File: config.mk
export PLATFORM = sky130hd
export DESIGN_NAME = pll_lock_monitor
export DESIGN_NICKNAME = d
export VERILOG_FILES = /design/src/rtl/pll_lock_monitor.sv
export SDC_FILE = /design/constraint.sdc
export NUM_CORES = 1
export LEC_CHECK = 0
export ABC_AREA = 1
export CAP_MARGIN = 40
export CORE_MARGIN = 10
export CORE_UTILIZATION = 29
export CTS_CLUSTER_DIAMETER = 100
export DETAILED_ROUTE_END_ITERATION = 6
export DONT_BUFFER_PORTS = 1
export PLACE_DENSITY = 0.43
export SLEW_MARGIN = 20
export SYNTH_ARGS = -nofsm -noshare
export SYNTH_HDL_FRONTEND = slang
export SYNTH_SLANG_ARGS = --single-unit
File: constraint.sdc
create_clock -name clk_100_clk -period 1.8 [get_ports clk_100_clk]
set_input_delay 0.36 -clock clk_100_clk [delete_from_list [all_inputs] [get_ports clk_100_clk]]
set_output_delay 0.36 -clock clk_100_clk [all_outputs]
set_load 0.05 [all_outputs]
File: src/rtl/pll_lock_monitor.sv
// pll_lock_monitor
//   Synchronises and debounces the q_sys PLL lock outputs (QSFP ATX x2, SDI ATX),
//   counts lock-loss events per PLL and sequences the transceiver reset request.
//   xcvr_reset_req deasserts only after every PLL has held lock for RST_DELAY cycles.
//
//   Optional feature macro: PLL_LOCK_IRQ_EN (sticky lock-loss interrupt flop).
//
// Ports
//   clk_100_clk      in   system clock, all logic on this clock
//   reset_100_reset  in   synchronous active-high reset
//   pll_locked_in    in   [N_PLL]        raw lock bits, asynchronous
//   clear_counts     in   pulse, zero all loss counters
//   irq_clear        in   pulse, clear lock_irq
//   lock_status      out  [N_PLL]        debounced lock per PLL
//   all_locked       out  registered AND of lock_status
//   xcvr_reset_req   out  1 = hold transceivers in reset
//   loss_count       out  [N_PLL*CNT_W]  PLL i at [i*CNT_W +: CNT_W], saturating
//   lock_irq         out  sticky lock-loss flag (0 when PLL_LOCK_IRQ_EN undefined)
module pll_lock_monitor #(
  parameter int unsigned N_PLL       = 3,
  parameter int unsigned LOCK_CYCLES = 1000,
  parameter int unsigned RST_DELAY   = 256,
  parameter int unsigned CNT_W       = 8
) (
  input  logic                     clk_100_clk,
  input  logic                     reset_100_reset,
  input  logic [N_PLL-1:0]         pll_locked_in,
  input  logic                     clear_counts,
  output logic [N_PLL-1:0]         lock_status,
  output logic                     all_locked,
  output logic                     xcvr_reset_req,
  output logic [N_PLL*CNT_W-1:0]   loss_count,
  output logic                     lock_irq,
  input  logic                     irq_clear
);

  localparam int unsigned LCW = (LOCK_CYCLES > 1) ? $clog2(LOCK_CYCLES) : 1;
  localparam int unsigned RCW = (RST_DELAY > 1) ? $clog2(RST_DELAY) : 1;
  localparam logic [LCW-1:0] LOCK_LAST = LCW'(LOCK_CYCLES - 1);
  localparam logic [RCW-1:0] RST_LAST  = RCW'(RST_DELAY - 1);

  typedef enum logic { UNLOCKED, LOCKED } pll_state_t;
  typedef enum logic { HOLD, RELEASED } rst_state_t;

  logic [N_PLL-1:0]       sync_meta;
  logic [N_PLL-1:0]       sync_q;

  pll_state_t             pll_state_q [N_PLL];
  pll_state_t             pll_state_d [N_PLL];
  logic [LCW-1:0]         lock_cnt_q  [N_PLL];
  logic [LCW-1:0]         lock_cnt_d  [N_PLL];
  logic [N_PLL-1:0]       loss_event;
  logic [N_PLL*CNT_W-1:0] loss_count_d;

  rst_state_t             rst_state_q;
  rst_state_t             rst_state_d;
  logic [RCW-1:0]         rcnt_q;
  logic [RCW-1:0]         rcnt_d;

  // 2-flop synchroniser per lock bit
  always_ff @(posedge clk_100_clk) begin
    if (reset_100_reset) begin
      sync_meta <= '0;
      sync_q    <= '0;
    end else begin
      sync_meta <= pll_locked_in;
      sync_q    <= sync_meta;
    end
  end

  // Per-PLL debounce FSM
  always_ff @(posedge clk_100_clk) begin
    if (reset_100_reset) begin
      for (int unsigned i = 0; i < N_PLL; i++) begin
        pll_state_q[i] <= UNLOCKED;
        lock_cnt_q[i]  <= '0;
      end
    end else begin
      for (int unsigned i = 0; i < N_PLL; i++) begin
        pll_state_q[i] <= pll_state_d[i];
        lock_cnt_q[i]  <= lock_cnt_d[i];
      end
    end
  end

  always_comb begin
    loss_event = '0;
    for (int unsigned i = 0; i < N_PLL; i++) begin
      pll_state_d[i] = pll_state_q[i];
      lock_cnt_d[i]  = lock_cnt_q[i];
      case (pll_state_q[i])
        UNLOCKED: begin
          if (sync_q[i]) begin
            if (lock_cnt_q[i] == LOCK_LAST) begin
              pll_state_d[i] = LOCKED;
              lock_cnt_d[i]  = '0;
            end else begin
              lock_cnt_d[i] = lock_cnt_q[i] + 1'b1;
            end
          end else begin
            lock_cnt_d[i] = '0;
          end
        end
        LOCKED: begin
          if (!sync_q[i]) begin
            pll_state_d[i] = UNLOCKED;
            lock_cnt_d[i]  = '0;
            loss_event[i]  = 1'b1;
          end
        end
        default: begin
          pll_state_d[i] = UNLOCKED;
          lock_cnt_d[i]  = '0;
        end
      endcase
    end
  end

  always_comb begin
    lock_status = '0;
    for (int unsigned i = 0; i < N_PLL; i++) begin
      lock_status[i] = (pll_state_q[i] == LOCKED);
    end
  end

  // Loss counters: clear is applied before the increment, then saturate
  always_comb begin
    loss_count_d = loss_count;
    for (int unsigned i = 0; i < N_PLL; i++) begin
      if (clear_counts) begin
        loss_count_d[i*CNT_W +: CNT_W] = '0;
      end
      if (loss_event[i] && (loss_count_d[i*CNT_W +: CNT_W] != {CNT_W{1'b1}})) begin
        loss_count_d[i*CNT_W +: CNT_W] = loss_count_d[i*CNT_W +: CNT_W] + CNT_W'(1);
      end
    end
  end

  always_ff @(posedge clk_100_clk) begin
    if (reset_100_reset) begin
      loss_count <= '0;
      all_locked <= 1'b0;
    end else begin
      loss_count <= loss_count_d;
      all_locked <= &lock_status;
    end
  end

  // Transceiver reset sequencer
  always_ff @(posedge clk_100_clk) begin
    if (reset_100_reset) begin
      rst_state_q <= HOLD;
      rcnt_q      <= '0;
    end else begin
      rst_state_q <= rst_state_d;
      rcnt_q      <= rcnt_d;
    end
  end

  always_comb begin
    rst_state_d    = rst_state_q;
    rcnt_d         = rcnt_q;
    xcvr_reset_req = 1'b1;
    case (rst_state_q)
      HOLD: begin
        if (all_locked) begin
          if (rcnt_q == RST_LAST) begin
            rst_state_d = RELEASED;
            rcnt_d      = '0;
          end else begin
            rcnt_d = rcnt_q + 1'b1;
          end
        end else begin
          rcnt_d = '0;
        end
      end
      RELEASED: begin
        xcvr_reset_req = 1'b0;
        if (!all_locked) begin
          rst_state_d = HOLD;
          rcnt_d      = '0;
        end
      end
      default: begin
        rst_state_d = HOLD;
        rcnt_d      = '0;
      end
    endcase
  end

`ifdef PLL_LOCK_IRQ_EN
  logic irq_q;

  // A new loss wins over a simultaneous clear
  always_ff @(posedge clk_100_clk) begin
    if (reset_100_reset) begin
      irq_q <= 1'b0;
    end else if (|loss_event) begin
      irq_q <= 1'b1;
    end else if (irq_clear) begin
      irq_q <= 1'b0;
    end
  end

  assign lock_irq = irq_q;
`else
  logic unused_irq_clear;
  assign unused_irq_clear = irq_clear;
  assign lock_irq = 1'b0;
`endif

endmodule

==> flow_summary_export.csv <==
group,metric,value,unit
route,routed_via_density,4.53,
layout,multi_input_area,0.00209,mm^2
timing,rsz0062_at_grt,"false",
logic_synthesis,syn_area,0.00391,mm^2
timing,timing.final.crit_share,88.9,%
timing,tightest_slew,0.524,ns
placed_design,placed_area,0.00436,mm^2
placed_design,dp.cells,773,
cts,cts.sinks,73,
route,routed-via-count,3571,
cts,cts_root_buf,"clkbuf_16",
setup_path,critPathLaunch,"lock_cnt_q[0][21]$_SDFFE_PP0P_",
timing,final.setup.worst_slack,0.200,ns
placed_design,io_buffers,0,
power_and_ir_drop,total_power,3.38,mW
floorplanning,boundaryPins,37,
placed_design,dpl_worst_slack,0.194,ns
placed_design,dp_hpwl,6640,um
route,firstDrtPassIters,4,
logic_synthesis,synth_cells,575,
setup_path,path_max_fanout,8,
route,wl_per_cell,11.9,um
layout,final_area,0.00464,mm^2
setup_path,worst_setup_path_start_kind,"flop",
grt,antenna_found_initial,0,
logic_synthesis,syn-num-nets,589,
timing,fin_crit,1.60,ns
flow_run,cap_viol_max_count,0,
route,drc_errors,0,
layout,nFillCells,1453,
cts,cts_max_level,3,
timing,fmax,0.625,GHz
cts,insertion_delay,0.34,ns
logic_synthesis,yosys.cell_types.count,42,
status,status,"finished, final reports clean",
layout,antenna_cells,0,
worst_hold_path,hp-class,"input port to flop",
timing,setup_viol,0,
floorplanning,die_w,136,um
setup_path,path_class,"flop to flop",
setup_path,r2r_slack,0.20,ns
cts,holdBufCountCts,0,
power_and_ir_drop,p_leak,1.70,nW
layout,nNetsFinal,622,
layout,drive_gt1_share,15.0,%
grt,grt_max_degree,50,
worst_hold_path,min_from,"reset_100_reset",
floorplanning,die_y,136,um
floorplanning,design.die.area,0.0185,mm^2
setup_path,worstPathArrival,1.82,ns
route,routed_wl,9370,um
timing,hold_viol,0,
logic_synthesis,synth_seq_cells,73,
logic_synthesis,synth.avg_cell_area,6.80,um^2
cts,cts_max_path_buffers,2,
cts,cts.clk_slew.worst_paths,0.06,ns
grt,grt_usage,10.8,%
floorplanning,core,0.0132,mm^2
logic_synthesis,seq_area_frac_synth,37.4,%
setup_path,required,2.02,ns
timing,holdWs,0.0900,ns
grt,grt_first_pass_wirelength,16200,um
timing,slew_viol_final,0,
cts,cts_tree,"done",
floorplanning,start_util,29.5,%
logic_synthesis,yosys_warnings,0,
grt,grt_pass1_vias,3412,
route,postRouteAntennaNets,0,
route,drtIter0Drc,137,
floorplanning,std_cell_rows,42,
timing,finClkSkew,0.00483,ns
setup_path,r2r_start,"lock_cnt_q[0][21]$_SDFFE_PP0P_",
setup_path,end_kind,"flop",
grt,overflow,0,
cts,cts-buffers-inserted,9,
power_and_ir_drop,irDropWorstVdd,0.464,mV
power_and_ir_drop,p_per_area,728,mW/mm^2
placed_design,gp_congestion,0.794,
layout,fin_cells,789,
layout,seq_area,0.00146,mm^2
timing,max_slew_margin,65.0,%
layout,synthToLayoutAreaGrowth,18.6,%
-- synthesized netlist by cell type, drive strengths merged --
cell type  number  area share [%]
nand2         136              14
nor2           88              10
inv            81             7.8
dfxtp          73              37
nand3          53             7.3
a21oi          52             6.8
o21ai          16             2.0
nand4          12             1.9
nor3            9             1.8
xnor2           8             1.8
buf             7             1.4
clkbuf          7            0.67
ha              7             2.2
a211oi          4            0.77
xor2            4            0.90
o21bai          3            0.58
or2             3            0.48
nand3b          2            0.70
o21a            2            0.38
a31o            1            0.22
a31oi           1            0.16
and2            1            0.16
clkinv          1           0.096
conb            1           0.096
nor4            1            0.16
o211ai          1            0.19
o22ai           1            0.16
-- final cells by class --
type | instances | share of cell area, %
multi-input cells | 406 | 45.0
repair buffers | 36 | 6.10
well taps | 176 | 4.75
flip-flops and latches | 73 | 31.6
inverters | 82 | 6.69
clock inverters | 3 | 0.324
clock buffers | 13 | 5.61
-- path summary, 6_finish.rpt --
path | cells after the start | endpoint
setup / recovery | 7 | lock_cnt_q[0][20]$_SDFFE_PP0P_
hold / removal | 1 | rcnt_q[4]$_SDFFE_PP0P_
setup reg to reg | 7 | lock_cnt_q[0][20]$_SDFFE_PP0P_
hold reg to reg | 2 | sync_q[0]$_SDFF_PP0_
-- per-stage QoR --
stage	setup TNS [ns]	util (%)
4_1_cts	0	35.0
2_1_floorplan	-0.222	-
3_5_place_dp	0	32.9
3_3_place_gp	0	32.9
6_report	0	35.0
5_1_grt	0	35.0
-- cell usage in the layout (no fill, tap or decap), types with 5 or more instances in the layout --
cell type | Yosys | final
nand2_1 | 130 | 129
inv_1 | 79 | 79
nor2_1 | 73 | 71
dfxtp_1 | 73 | 71
a21oi_1 | 51 | 51
nand3_1 | 49 | 49
buf_4 | 2 | 35
o21ai_0 | 16 | 16
nand4_1 | 12 | 12
nor2_2 | 9 | 9
clkbuf_16 | 0 | 9
nor2_4 | 6 | 8
xnor2_1 | 8 | 8
nand2_2 | 5 | 6
ha_1 | 7 | 6
nor3_1 | 5 | 5
-- kinds of logic (layout without fill, tap and decap cells) --
kind of cell             after synthesis  count (layout)  share of synthesized area [%]
AO/OA/AOI/OAI                         81              81                           11.3
XOR/XNOR                              12              12                           2.69
adder cells (fa/ha/maj)                7               7                           2.24
buffers and inverters                 96             134                           10.0
flip-flops                            73              73                           37.4
other                                  1               1                         0.0959
AND/OR/NAND/NOR                      305             305                           36.3
-- per-layer routing --
metal / wire [um] / GRT usage (%) / share of wire (%)
met1: 4350 / 12.7 / 46
met2: 4290 / 16.7 / 46
met3: 580 / 5.17 / 6.2
met4: 142 / 3.85 / 1.5
met5: 0 / 0 / 0
-- what timing repair did --
action,4_1_cts,5_1_grt
endpoints found under the setup margin,0,6
resized for setup,0,1
buffers inserted,0,0
-- flip-flops by register name (all words and copies together) (netlist names) --
register / count
pll_state_q: 3
lock_cnt_q: 30
sync_meta: 3
all_locked: 1
loss_count: 24
rcnt_q: 8
sync_q: 3
rst_state_q: 1
-- critical path, stage by stage (launching register included) --
cell and delay [ns]:
dfxtp_1 0.38, ha_1 0.22, nand2_1 0.10, nor2_1 0.11, nand3_1 0.25, buf_4 0.25, a21oi_1 0.11, a211oi_1 0.05
-- power by group --
part           internal, mW  switching (mW)
combinational        0.0249          0.0372
clock                  1.00           0.677
sequential             1.63         0.00897
total                  2.65           0.724
No activity file was read; power rests on OpenSTA's default activity.
